<file path="src/rtl/pong_pkg.sv">
// ---------------------------------------------------------------------------
// pong_pkg
// Shared playfield geometry, paddle defaults, the paddle FSM state encoding and
// clamped step helpers. The ball state machine uses the same playfield
// constants, so changes here move both the ball and the paddles.
// ---------------------------------------------------------------------------
package pong_pkg;

   localparam int Y_MIN         = 5;
   localparam int Y_MAX         = 476;
   localparam int PADDLE_HALF   = 45;

   localparam int POS_W         = 10;
   localparam int POS_MIN_DEF   = Y_MIN + PADDLE_HALF;   // 50
   localparam int POS_MAX_DEF   = Y_MAX - PADDLE_HALF;   // 431
   localparam int POS_INIT_DEF  = 245;                   // ball serve row

   // One-hot so each state bit can be probed directly.
   typedef enum logic [2:0] {
      PAD_IDLE = 3'b001,
      PAD_UP   = 3'b010,
      PAD_DOWN = 3'b100
   } paddle_state_e;

   // Steps use 11-bit operands so pos +/- speed can never wrap before the
   // clamp is applied.
   function automatic logic [10:0] move_up(input logic [10:0] pos,
                                           input logic [10:0] spd,
                                           input logic [10:0] lo);
      return (pos < lo + spd) ? lo : pos - spd;
   endfunction

   function automatic logic [10:0] move_down(input logic [10:0] pos,
                                             input logic [10:0] spd,
                                             input logic [10:0] hi);
      return (pos + spd > hi) ? hi : pos + spd;
   endfunction

endpackage

</file>
<file path="src/rtl/pong_paddle_axis.sv">
// ---------------------------------------------------------------------------
// pong_paddle_axis
// One paddle: 2-FF synchroniser and debouncer per button, IDLE/UP/DOWN
// movement FSM with hold-to-accelerate, and clamping to the playfield.
//
// Ports:
//   clk, reset   system clock, synchronous active-high reset
//   up, down     raw asynchronous buttons, active-high
//   tick         movement strobe (already gated by freeze/recenter upstream)
//   freeze       hold position, force IDLE, reset speed/hold
//   recenter     return to POS_INIT, force IDLE, reset speed/hold
//   position     registered paddle centre row
//   state        current FSM state (drives the moving flag and debug probes)
// ---------------------------------------------------------------------------
module pong_paddle_axis
   import pong_pkg::*;
#(
   parameter int POS_INIT    = POS_INIT_DEF,
   parameter int POS_MIN     = POS_MIN_DEF,
   parameter int POS_MAX     = POS_MAX_DEF,
   parameter int STEP_MIN    = 2,
   parameter int STEP_MAX    = 8,
   parameter int ACCEL_TICKS = 8,
   parameter int DB_CYCLES   = 250000,
   parameter int DB_W        = 18
) (
   input  logic             clk,
   input  logic             reset,
   input  logic             up,
   input  logic             down,
   input  logic             tick,
   input  logic             freeze,
   input  logic             recenter,
   output logic [POS_W-1:0] position,
   output paddle_state_e    state
);

   localparam int SPD_W  = $clog2(STEP_MAX + 1);
   localparam int HOLD_W = $clog2(ACCEL_TICKS + 1);

   localparam logic [SPD_W-1:0]  SPD_MIN   = SPD_W'(STEP_MIN);
   localparam logic [SPD_W-1:0]  SPD_MAX   = SPD_W'(STEP_MAX);
   localparam logic [HOLD_W-1:0] HOLD_LAST = HOLD_W'(ACCEL_TICKS);
   localparam logic [DB_W-1:0]   DB_LAST   = DB_W'(DB_CYCLES - 1);

   // Bit 0 = up, bit 1 = down throughout the input path.
   logic [1:0]      sync1;
   logic [1:0]      sync2;
   logic [1:0]      db;
   logic [DB_W-1:0] db_cnt [2];

   always_ff @(posedge clk) begin
      if (reset) begin
         sync1 <= '0;
         sync2 <= '0;
         db    <= '0;
         for (int i = 0; i < 2; i++) db_cnt[i] <= '0;
      end else begin
         sync1 <= {down, up};
         sync2 <= sync1;
         // Accept a change only after DB_CYCLES consecutive disagreeing
         // cycles; the counter reaching DB_CYCLES-1 means this is the last.
         for (int i = 0; i < 2; i++) begin
            if (sync2[i] != db[i]) begin
               if (db_cnt[i] == DB_LAST) begin
                  db[i]     <= sync2[i];
                  db_cnt[i] <= '0;
               end else begin
                  db_cnt[i] <= db_cnt[i] + 1'b1;
               end
            end else begin
               db_cnt[i] <= '0;
            end
         end
      end
   end

   logic up_only;
   logic down_only;
   assign up_only   = db[0] & ~db[1];
   assign down_only = db[1] & ~db[0];

   paddle_state_e     state_q, state_d;
   logic [SPD_W-1:0]  speed_q, speed_d;
   logic [HOLD_W-1:0] hold_q, hold_d;
   logic [POS_W-1:0]  pos_q, pos_d;

   always_ff @(posedge clk) begin
      if (reset) begin
         state_q <= PAD_IDLE;
         speed_q <= SPD_MIN;
         hold_q  <= '0;
         pos_q   <= POS_W'(POS_INIT);
      end else begin
         state_q <= state_d;
         speed_q <= speed_d;
         hold_q  <= hold_d;
         pos_q   <= pos_d;
      end
   end

   logic [10:0]       pos_w;
   logic [10:0]       spd_w;
   logic [HOLD_W-1:0] hold_inc;
   logic              moved;

   assign pos_w    = {1'b0, pos_q};
   assign spd_w    = 11'(speed_q);
   assign hold_inc = hold_q + 1'b1;

   always_comb begin
      state_d = state_q;
      speed_d = speed_q;
      hold_d  = hold_q;
      pos_d   = pos_q;
      moved   = 1'b0;

      if (recenter) begin
         state_d = PAD_IDLE;
         speed_d = SPD_MIN;
         hold_d  = '0;
         pos_d   = POS_W'(POS_INIT);
      end else if (freeze) begin
         state_d = PAD_IDLE;
         speed_d = SPD_MIN;
         hold_d  = '0;
      end else if (tick) begin
         unique case (state_q)
            PAD_IDLE: begin
               // Entry tick only loads the speed; the first move is next tick.
               if (up_only) begin
                  state_d = PAD_UP;
                  speed_d = SPD_MIN;
                  hold_d  = '0;
               end else if (down_only) begin
                  state_d = PAD_DOWN;
                  speed_d = SPD_MIN;
                  hold_d  = '0;
               end
            end
            PAD_UP: begin
               if (up_only) begin
                  pos_d = POS_W'(move_up(pos_w, spd_w, 11'(POS_MIN)));
                  moved = 1'b1;
               end else begin
                  state_d = PAD_IDLE;
               end
            end
            PAD_DOWN: begin
               if (down_only) begin
                  pos_d = POS_W'(move_down(pos_w, spd_w, 11'(POS_MAX)));
                  moved = 1'b1;
               end else begin
                  state_d = PAD_IDLE;
               end
            end
            default: state_d = PAD_IDLE;
         endcase

         if (moved) begin
            if (hold_inc == HOLD_LAST) begin
               hold_d  = '0;
               speed_d = (speed_q >= SPD_MAX) ? SPD_MAX : speed_q + 1'b1;
            end else begin
               hold_d = hold_inc;
            end
         end
      end
   end

   assign position = pos_q;
   assign state    = state_q;

endmodule

</file>
<file path="src/rtl/pong_paddle_ctrl.sv">
// ---------------------------------------------------------------------------
// pong_paddle_ctrl
// Two independent paddle axes driven from raw push-buttons. This level only
// resolves the control priority (recenter > freeze > tick) before fanning it
// out to both axes; reset is handled inside each axis and wins over all.
//
// Ports:
//   clk, reset              system clock, synchronous active-high reset
//   tick                    one-cycle movement strobe
//   p1_up/p1_down/p2_up/p2_down  raw asynchronous buttons, active-high
//   freeze                  level: hold both paddles in place
//   recenter                pulse: return both paddles to POS_INIT
//   p1_position/p2_position paddle centre rows (0 = top)
//   p1_moving/p2_moving     high while that paddle's FSM is UP or DOWN
// ---------------------------------------------------------------------------
module pong_paddle_ctrl
   import pong_pkg::*;
#(
   parameter int POS_INIT    = POS_INIT_DEF,
   parameter int POS_MIN     = POS_MIN_DEF,
   parameter int POS_MAX     = POS_MAX_DEF,
   parameter int STEP_MIN    = 2,
   parameter int STEP_MAX    = 8,
   parameter int ACCEL_TICKS = 8,
   parameter int DB_CYCLES   = 250000,
   parameter int DB_W        = 18
) (
   input  logic             clk,
   input  logic             reset,
   input  logic             tick,
   input  logic             p1_up,
   input  logic             p1_down,
   input  logic             p2_up,
   input  logic             p2_down,
   input  logic             freeze,
   input  logic             recenter,
   output logic [POS_W-1:0] p1_position,
   output logic [POS_W-1:0] p2_position,
   output logic             p1_moving,
   output logic             p2_moving
);

   logic recenter_g;
   logic freeze_g;
   logic tick_g;

   assign recenter_g = recenter;
   assign freeze_g   = freeze & ~recenter;
   assign tick_g     = tick & ~freeze & ~recenter;

   paddle_state_e p1_state;
   paddle_state_e p2_state;

   pong_paddle_axis #(
      .POS_INIT(POS_INIT), .POS_MIN(POS_MIN), .POS_MAX(POS_MAX),
      .STEP_MIN(STEP_MIN), .STEP_MAX(STEP_MAX), .ACCEL_TICKS(ACCEL_TICKS),
      .DB_CYCLES(DB_CYCLES), .DB_W(DB_W)
   ) u_p1 (
      .clk(clk), .reset(reset), .up(p1_up), .down(p1_down),
      .tick(tick_g), .freeze(freeze_g), .recenter(recenter_g),
      .position(p1_position), .state(p1_state)
   );

   pong_paddle_axis #(
      .POS_INIT(POS_INIT), .POS_MIN(POS_MIN), .POS_MAX(POS_MAX),
      .STEP_MIN(STEP_MIN), .STEP_MAX(STEP_MAX), .ACCEL_TICKS(ACCEL_TICKS),
      .DB_CYCLES(DB_CYCLES), .DB_W(DB_W)
   ) u_p2 (
      .clk(clk), .reset(reset), .up(p2_up), .down(p2_down),
      .tick(tick_g), .freeze(freeze_g), .recenter(recenter_g),
      .position(p2_position), .state(p2_state)
   );

   assign p1_moving = (p1_state != PAD_IDLE);
   assign p2_moving = (p2_state != PAD_IDLE);

endmodule
</file>
<file path="config.mk">
export PLATFORM = sky130hd
export DESIGN_NAME = pong_paddle_ctrl
export DESIGN_NICKNAME = d
export VERILOG_FILES = /design/src/rtl/pong_pkg.sv /design/src/rtl/pong_paddle_axis.sv /design/src/rtl/pong_paddle_ctrl.sv
export SDC_FILE = /design/constraint.sdc
export NUM_CORES = 1
export LEC_CHECK = 0
export CAP_MARGIN = 30
export CELL_PAD_IN_SITES_DETAIL_PLACEMENT = 1
export CELL_PAD_IN_SITES_GLOBAL_PLACEMENT = 1
export CORE_ASPECT_RATIO = 1.75
export CORE_MARGIN = 8
export CORE_UTILIZATION = 50
export DETAILED_ROUTE_END_ITERATION = 6
export PLACE_DENSITY_LB_ADDON = 0.05
export SYNTH_ARGS = -nofsm -noshare
export SYNTH_HDL_FRONTEND = slang
export SYNTH_SLANG_ARGS = --single-unit
</file>
<file path="constraint.sdc">
create_clock -name clk -period 4.6 [get_ports clk]
set_input_delay 0.92 -clock clk [delete_from_list [all_inputs] [get_ports clk]]
set_output_delay 0.92 -clock clk [all_outputs]
set_load 0.02 [all_outputs]
</file>
### After elaboration in Yosys (flattened, before gate mapping)

Memories as Yosys holds them, arrays and structs flattened.
Cells that the tools add are included.
W data, S select, Z words.

* bitwise gates (word level): 26
* magnitude comparators: 6
* reduce and logical (&&, ||, !) cells: 18
* equal/unequal tests: 28
* add/subtract/negate cells: 14
* muxes and demuxes: 112

Operators with widths (count)
* $mux W18: 12
* $mux W4: 22
* $mux W10: 8
* $add A18 B1 Y18 const B: 4
* $eq A18 B18 Y1 const B: 4
* $mux W1: 56
* $pmux W10 S2: 2
* $mux W3: 8
* $add A10 B4 Y11: 2
* $gt A11 B9 Y1 const B: 2
* $lt A10 B11 Y1: 2
* $sub A10 B4 Y10: 2
* $pmux W3 S3: 2
* $add A4 B1 Y4 const B: 4
* $add A6 B4 Y7 const A: 2
* $ne A3 B1 Y1 const B: 4
* $or A1 B1 Y1: 12
* $reduce_and A5 Y1: 2
* $eq A4 B4 Y1 const B: 2
* $ge A4 B4 Y1 const B: 2
* $ne A2 B1 Y1 const B: 4
* $ne A2 B2 Y1 const B: 4
* $reduce_and A2 Y1: 4
* $reduce_and A4 Y1: 2
* other kinds (12): 36

* logic and storage cells: 222
* memories: 2
* memory bits (writable): 72
* output and inout bits: 22
* input port bits: 9
* register bits after elaboration: 54

Memories
* u_p1.db_cnt: depth 2, bits a word 18, read ports 2, clocked after Yosys merged registers in 0, write ports 2, RTL line pong_paddle_axis.sv:50 `logic [DB_W-1:0] db_cnt [2];`
* u_p2.db_cnt: depth 2, bits a word 18, read ports 2, clocked after Yosys merged registers in 0, write ports 2, RTL line pong_paddle_axis.sv:50

### Depth between registers and ports, before layout

Gate-level depths: netlist of run 1.

* word-level depth: 9
* mapped depth: 11
* gate-level depth less buffers: 11

### Hierarchy

A second synthesis of run 1 with hierarchy kept.

* cells, all modules: 885
* area, all modules: 8076.5 µm²

By module, submodules not included
* pong_paddle_axis (u_p2): times used 1, sequential area each 1621.6 µm², area each 4025.1 µm², cells each 438
* pong_paddle_axis (u_p1): times used 1, sequential area each 1621.6 µm², area each 4020.1 µm², cells each 443
* pong_paddle_ctrl: times used 1, sequential area each 0.0 µm², area each 31.3 µm², cells each 4

### Least setup slack after synthesis of run 1

OpenSTA, ideal clock, no wires.

* path type: register to register
* start: reg u_p2.pos_q[0] (netlist: u_p2.position[0])
* end: reg u_p2.pos_q[4] (netlist: u_p2.position[4])
* path slack: 2116 ps
* setup time: 78 ps
* arrival time: 2406 ps
* stages on the path, launching flop included: 11
* data required time: 4522 ps
* buffers on the path: 0
* cell sequence: dfxtp_1 -> ha_1 -> inv_1 -> fa_1 -> o21bai_1 -> a21oi_1 -> nor3_1 -> xor2_1 -> o21a_1 -> or4_1 -> a32oi_1

* cells in the longest elaborated chain, start to end: 5
* elaborated cells between the ends (all ways): 9
* those cells by class: 2 x add/sub; 2 x order compare; 5 x mux

Ends and longest elaborated chain
* start: declaration: RTL line pong_paddle_axis.sv:86 `logic [POS_W-1:0] pos_q, pos_d;`
* start signal: assignment: RTL line pong_paddle_axis.sv:93 `pos_q <= POS_W'(POS_INIT);`
* start signal: assignment: RTL line pong_paddle_axis.sv:98 `pos_q <= pos_d;`
* $add A10 B4 Y11: RTL line pong_pkg.sv:36 `return (pos + spd > hi) ? hi : pos + spd;`
* $gt A11 B9 Y1: RTL line pong_pkg.sv:36
* $mux W10: RTL line pong_pkg.sv:36
* $mux W10: RTL line pong_paddle_axis.sv:150 `if (down_only) begin`
* $pmux W10 S2 *: RTL line pong_paddle_axis.sv:128 `unique case (state_q)`

Every way passes the cells marked *; elsewhere a longest branch is shown, timed or not. The select of a mux whose other input is x is not followed.
A chain may end at the register's enable or synchronous reset.

### Worst setup path in the final report of run 1

* start: in recenter
* end: reg u_p1.hold_q[3]

* cells in the longest elaborated chain, start to end: 3
* elaborated cells between the ends (all ways): 5
* those cells by class: 3 x bitwise; 2 x reduce/logical

Ends and longest elaborated chain
* start: declaration: RTL line pong_paddle_ctrl.sv:36 `input logic recenter,`
* $not A1 Y1: RTL line pong_paddle_ctrl.sv:48, pong_paddle_ctrl.sv:49
* $and A1 B1 Y1 (on tied branches): RTL line pong_paddle_ctrl.sv:49, pong_paddle_ctrl.sv:48
* $reduce_and A3 Y1 (no source line) / $reduce_or A3 Y1 (equally long branches)
* end signal: assignment: RTL line pong_paddle_axis.sv:97 `hold_q <= hold_d;`
* end: declaration: RTL line pong_paddle_axis.sv:85 `logic [HOLD_W-1:0] hold_q, hold_d;`

Parallel ways exist; a longest one is shown, timed or not.

==> qor.yml, run 1 <==
reg2reg_slack_ns: 1.64
cts_sinks: 126
fin_worst_skew_ns: 0.0132
p_comb_share_pct: 3.0
h-tree-depth: 4
grt_pass1_vias: 7405
hold_path.class: "reg2reg"
r2r_cells: 11
synth_seq_cells: 126
endpoint_kind: "flip-flop"
whs_path_depth: 1
syn2layout_area_growth_pct: 16.0
ctsHoldBuffers: 0
diodes: 0
crit_path_start_kind: "input port"
grt_max_degree: 20
dp_cells: 1154
post_cts_buffers: 0
crit_arrival_ns: 3.30
vias_per_cell: 5.78
grt_overflow: 0
post_cts_resized: 0
hold_violations: 0
status: "finished clean"
numCtsBuffers: 17
drive_gt1_share_pct: 5.42
swShare_pct: 22.8
dp_hpwl_um: 16200
drt-initial-drc-count: 288
antenna_found_initial: 0
post-route-min-period_ns: 2.97
cp_data_required_time_ns: 4.93
drc_errors: 0
synth_edf_count: 72
synth.avg_cell_area_um2: 8.94
clock-root-buffer: "clkbuf_16"
setup_viol: 0
peakVddDrop_v: 0.000238
p_leak_nw: 3.40
p_total_mw: 2.67
cts.path.max_buffers: 2
p_int_mw: 2.06
clock.fmax_mhz: 337
rsz0062_at_grt: "false"
period_share_pct: 64.6
maxSlewViolCount: 0
fin_tns_setup_ns: 0
pwr-share-clk_pct: 50.1
cts_tree: "yes"
timing.rr.end: "u_p2.position[6]"
grt_usage_pct: 21.0
syn-cell-area_mm2: 0.00797
final_antenna_net_count: 0
hold_start: "u_p2.sync1[0]"
clock_latency_ns: 0.42
power_frac_seq_pct: 46.9
drt-total-wl_um: 21200
start_util_pct: 50.7
instances_no_fill: 1186
slew_headroom_pct: 43.5
drt-wirelength-per-cell_um: 17.9
vias: 6853
worstMarginPinSlew_ns: 0.846
nets: 1042
dieArea_mm2: 0.0204
p_sw_uw: 610
worstSetupPathType: "in2reg"
gp_congestion: 0.860
rows: 61
port_buffers: 30
power.density_mw_per_mm2: 289
max_cap_violations: 0
holdPathEnd: "u_p2.sync2[0]"
final_area_mm2: 0.00924
dr.pass1.iters: 4
timing.rr.start: "u_p2.speed_q[1]"
yosysUniqueCellTypes: 84
hold_slack_ns: 0.458
grt_pass1_wl_um: 35400
io_pins: 31
postSynth.asyncResetShare_pct: 0
place_area_mm2: 0.00865
die_w_um: 111
core_mm2: 0.0157
die_h_um: 183
yosysSeqAreaShare_pct: 40.7
yosysWarnings: 0
clkTransAtPathRegs_ns: 0.06
crit_fanout: 11
synth_ff_type: "edfxtp_1"
synthCells: 891
crit_start: "recenter"
[cells in the final DEF (no fill, tap or decap), types with 7 or more instances in the layout]
master	count
nor3_1	21
conb_1	72
nand4_1	22
ha_1	45
xor2_1	41
or3_1	18
xnor2_1	32
nand2_1	56
inv_1	45
o21ai_0	42
dfxtp_1	54
a21oi_1	53
a21o_1	7
edfxtp_1	72
a31oi_1	7
nand3_1	53
nor4_1	10
and3_1	15
clkdlybuf4s50_1	30
nor2b_1	19
nor2_1	136
clkbuf_16	17
[per-stage QoR]
stage / utilization (%) / setup WS (ns)
6_report: 58.8 / 1.63
5_1_grt: 58.8 / 1.44
4_1_cts: 58.8 / 1.66
3_5_place_dp: 55.0 / 1.29
3_3_place_gp: 55.0 / 1.37
2_1_floorplan: - / 2.12
[layout make-up]
type	instances	area [um2]
clock buffers	18	429
clock inverters	14	158
fillers	1859	6480
inverters	46	173
multi-input cells	761	4690
flip-flops and latches	126	3240
well taps	189	236
repair buffers	32	315
[Yosys cell counts (all sizes together) (5+ instances only)]
| master | number | area share, % |
|---|---|---|
| or3 | 18 | 1.4 |
| dfxtp | 54 | 14 |
| nand2 | 57 | 2.7 |
| nor3b | 8 | 0.96 |
| nor4b | 5 | 0.55 |
| a21o | 7 | 0.66 |
| inv | 46 | 2.2 |
| clkbuf | 16 | 0.75 |
| nand4 | 22 | 1.7 |
| nand3 | 53 | 3.3 |
| nor2 | 138 | 6.6 |
| ha | 45 | 7.1 |
| a31oi | 7 | 0.55 |
| nand2b | 5 | 0.39 |
| mux2i | 6 | 0.75 |
| a41oi | 6 | 0.75 |
| edfxtp | 72 | 27 |
| xor2 | 41 | 4.5 |
| o21ai | 45 | 2.8 |
| xnor2 | 32 | 3.5 |
| nor2b | 19 | 1.5 |
| nor3 | 21 | 1.3 |
| nor4 | 10 | 0.79 |
| and3 | 16 | 1.3 |
| a21oi | 55 | 3.6 |
| buf | 13 | 0.88 |
[sequential cells by signal, indices dropped and copies added (netlist names)]
register	cells
u_p1.sync2	2
u_p2.position	10
u_p2.state	3
u_p2.db	2
u_p1.speed_q	4
u_p2.hold_q	4
u_p2.db_cnt	36
u_p1.db	2
u_p1.sync1	2
u_p1.db_cnt	36
u_p1.state	3
u_p1.hold_q	4
u_p2.sync1	2
u_p1.position	10
u_p2.speed_q	4
u_p2.sync2	2
[kinds of logic after synthesis]
kind of cell,Yosys count,share of synthesized area (%)
XOR/XNOR,73,8.03
AO/OA/AOI/OAI,168,13.7
other,1,0.0471
buffers and inverters,75,3.80
multiplexers,7,0.895
adder cells (fa/ha/maj),49,8.07
AND/OR/NAND/NOR,392,24.7
flip-flops,126,40.7
[metal layers]
layer | global-route usage [%] | part of all wire [%] | vias to the layer above
li1 | - | - | 3319
met1 | 21.0 | 38 | 3410
met2 | 41.5 | 58 | 91
met3 | 3.43 | 2.0 | 33
met4 | 8.20 | 2.0 | 0
met5 | 0 | 0 | -
[critical path, cell delays in order]
cell and delay [ns]:
clkdlybuf4s50_1 0.53, nor3b_4 0.38, nand2_1 0.33, a21o_1 0.29
or3_1 0.37, or3_1 0.32, a21oi_1 0.18
[worst max path at each step]
| stage | cells after the start | end | slack, ns |
|---|---|---|---|
| floorplan | 10 | u_p2.position[4] | 2.12 |
| global placement | 7 | u_p1.hold_q[3] | 1.37 |
| detailed placement | 7 | u_p1.hold_q[3] | 1.29 |
| CTS | 7 | u_p1.hold_q[3] | 1.66 |
| global route | 11 | u_p2.position[6] | 1.44 |
| finish | 7 | u_p1.hold_q[3] | 1.63 |
[power by group through the flow]
| stage | clock (mW) | sequential [mW] | combinational [mW] |
|---|---|---|---|
| 2_1_floorplan | 0 | 1.27 | 0.0571 |
| 3_3_place_gp | 0 | 1.27 | 0.0746 |
| 3_5_place_dp | 0 | 1.28 | 0.0776 |
| 4_1_cts | 1.37 | 1.25 | 0.0794 |
| 5_1_grt | 1.41 | 1.26 | 0.0914 |
| 6_report | 1.34 | 1.25 | 0.0812 |
(Power assumes the default switching activity.)
==> run 2: changes to the inputs <==
Settings changed: CORE_UTILIZATION 50 to 48.
Clock period 4.6 ns to 2.9 ns, I/O delays scaled along.
==> qor.yml, run 2 (synthesized netlist as in run 1, its figures left out) <==
status: "finished clean"
vias: 6916  # +0.92%
cp_data_required_time_ns: 3.21  # -1.72 ns
wl_met2_um: 12000  # -1.9%
multi_input_area_mm2: 0.00470  # +0.40%
max_stage_delay_ns: 0.45  # -0.08 ns
top_regs: "u_p1.db_cnt x36, u_p2.db_cnt x36"
dieArea_mm2: 0.0211  # +3.7%
grt_overflow: 0  # unchanged
start_util_pct: 48.7  # -2.0 points
grt_usage_pct: 20.7  # -0.25 points
io_pins: 31  # unchanged
gp_congestion: 0.869  # +1.0%
p_leak_nw: 3.47  # +2.2%
fill_cells: 1952  # +5.0%
hold_violations: 0  # unchanged
final_antenna_net_count: 0  # unchanged
max_cap_violations: 0  # unchanged
crit_family: "compound AO/OA/AOI/OAI gates"
crit_path_top_delay_cell: "or3b_4"
peakVddDrop_v: 0.000371  # +56%
fin_worst_skew_ns: 0.00717  # -0.00603 ns
drc_errors: 0  # unchanged
hold_path.class: "reg2reg"
clock_latency_ns: 0.41  # about the same
endpoint_kind: "flip-flop"
vias_per_cell: 5.59  # -3.3%
final_util_pct: 57.5  # -1.2 points
rsz0062_at_grt: "false"
setup_viol: 0  # unchanged
die_w_um: 113  # +1.8%
dr.max_layer_used: "met4"
ctsHoldBuffers: 0  # unchanged
final_area_mm2: 0.00942  # +1.9%
cp_cell_sequence: "inv_1 -> ha_1 -> or3b_4 -> a31oi_1 -> o2111ai_1 -> a22o_1 -> a21oi_4 -> nand3_1 -> a32o_1"
clock.fmax_mhz: 370
dr.pass1.iters: 4  # unchanged
post_cts_resized: 0  # unchanged
port_buffers: 30  # unchanged
drt-initial-drc-count: 212  # -26%
hold_slack_ns: 0.442  # -0.0156 ns
place_area_mm2: 0.00882  # +2.0%
post-route-min-period_ns: 2.70
seq_area_mm2: 0.00324  # unchanged
crit_fanout: 9  # -2
core_mm2: 0.0164  # +4.1%
dp_cells: 1206  # +4.5%
crit_arrival_ns: 3.00  # -0.30 ns
antenna_found_initial: 0  # unchanged
clkTransAtPathRegs_ns: 0.06  # about the same
dp_hpwl_um: 16400  # +1.3%
worstMarginPinSlew_ns: 0.881  # +0.0360 ns
fin_tns_setup_ns: 0  # unchanged
worstSetupPathType: "reg2reg"
drt-total-wl_um: 21200  # about the same
instances_no_fill: 1238  # +4.4%
cts_tree: "yes"
rows: 62  # +1.6%
cts_sinks: 126  # unchanged
maxSlewViolCount: 0  # unchanged
p_total_mw: 4.18  # +57%
diodes: 0  # unchanged
syn2layout_area_growth_pct: 18.2
setup_ws_ns: 0.201  # -1.43 ns
clock-root-buffer: "clkbuf_16"
drt-wirelength-per-cell_um: 17.1  # -4.2%
post_cts_buffers: 0  # unchanged
grt_max_degree: 19  # -5.0%
pre_cts_slack_ns: 0.119  # -1.17 ns
die_h_um: 186  # +1.9%
power.density_mw_per_mm2: 444  # +54%
drive_gt1_share_pct: 7.20  # +1.8 points
period_share_pct: 93.1
final_cell_mix: "nor2_1 (136), edfxtp_1 (72), conb_1 (72), nand2_1 (56), dfxtp_1 (54)"
slew_headroom_pct: 41.1  # -2.4 points
numCtsBuffers: 17  # unchanged
wl_met3_um: 444  # +3.0%
crit_path_start_kind: "flip-flop"
wl_met1_um: 8130  # +0.77%
grt_pass1_vias: 7661  # +3.5%
path_buf_inv: 1  # unchanged
nets: 1059  # +1.6%
grt_pass1_wl_um: 35900  # +1.5%
final_common_cell: "nor2_1"
cts.path.max_buffers: 2  # unchanged
h-tree-depth: 4  # unchanged
-- run 2: path summary, 6_finish.rpt --
path / slack (ns) / to / from / depth (start not counted)
setup / recovery: 0.20 / u_p1.position[1] / u_p1.speed_q[2] / 9
hold / removal: 0.44 / u_p2.sync2[0] / u_p2.sync1[0] / 1
setup reg to reg: 0.20 / u_p1.position[1] / u_p1.speed_q[2] / 9
hold reg to reg: 0.44 / u_p2.sync2[0] / u_p2.sync1[0] / 1
-- run 2: layer usage --
layer  vias up  global-route usage, %
li1       3351                      -
met1      3432                   20.3
met3        41                   3.85
met2        92                   40.3
met5         -                      0
met4         0                   9.43
-- run 2: report_power, final --
part / switching [mW] / internal, mW / leakage, nW / total (mW)
logic: 0.0782 / 0.0534 / 2.02 / 0.132
clock network: 0.799 / 1.27 / 0.272 / 2.07
registers: 0.0469 / 1.94 / 1.18 / 1.98
total: 0.924 / 3.26 / 3.47 / 4.18
-- run 2: worst register-to-register path, delay by kind of cell, from the launching register on --
kind	cells	cell delay (ns)
flip-flops	1	0.41
AND/OR/NAND/NOR	2	0.59
adder cells (fa/ha/maj)	1	0.40
buffers and inverters	1	0.10
AO/OA/AOI/OAI	5	1.10
-- run 2: area by class of cell --
type	count	share of cell area [%]
tap	224	2.98
multi-input combinational	761	50.0
clock inverter	13	1.49
clock buffer	19	4.60
inverter	46	1.83
timing repair buffer	49	4.70
sequential	126	34.4
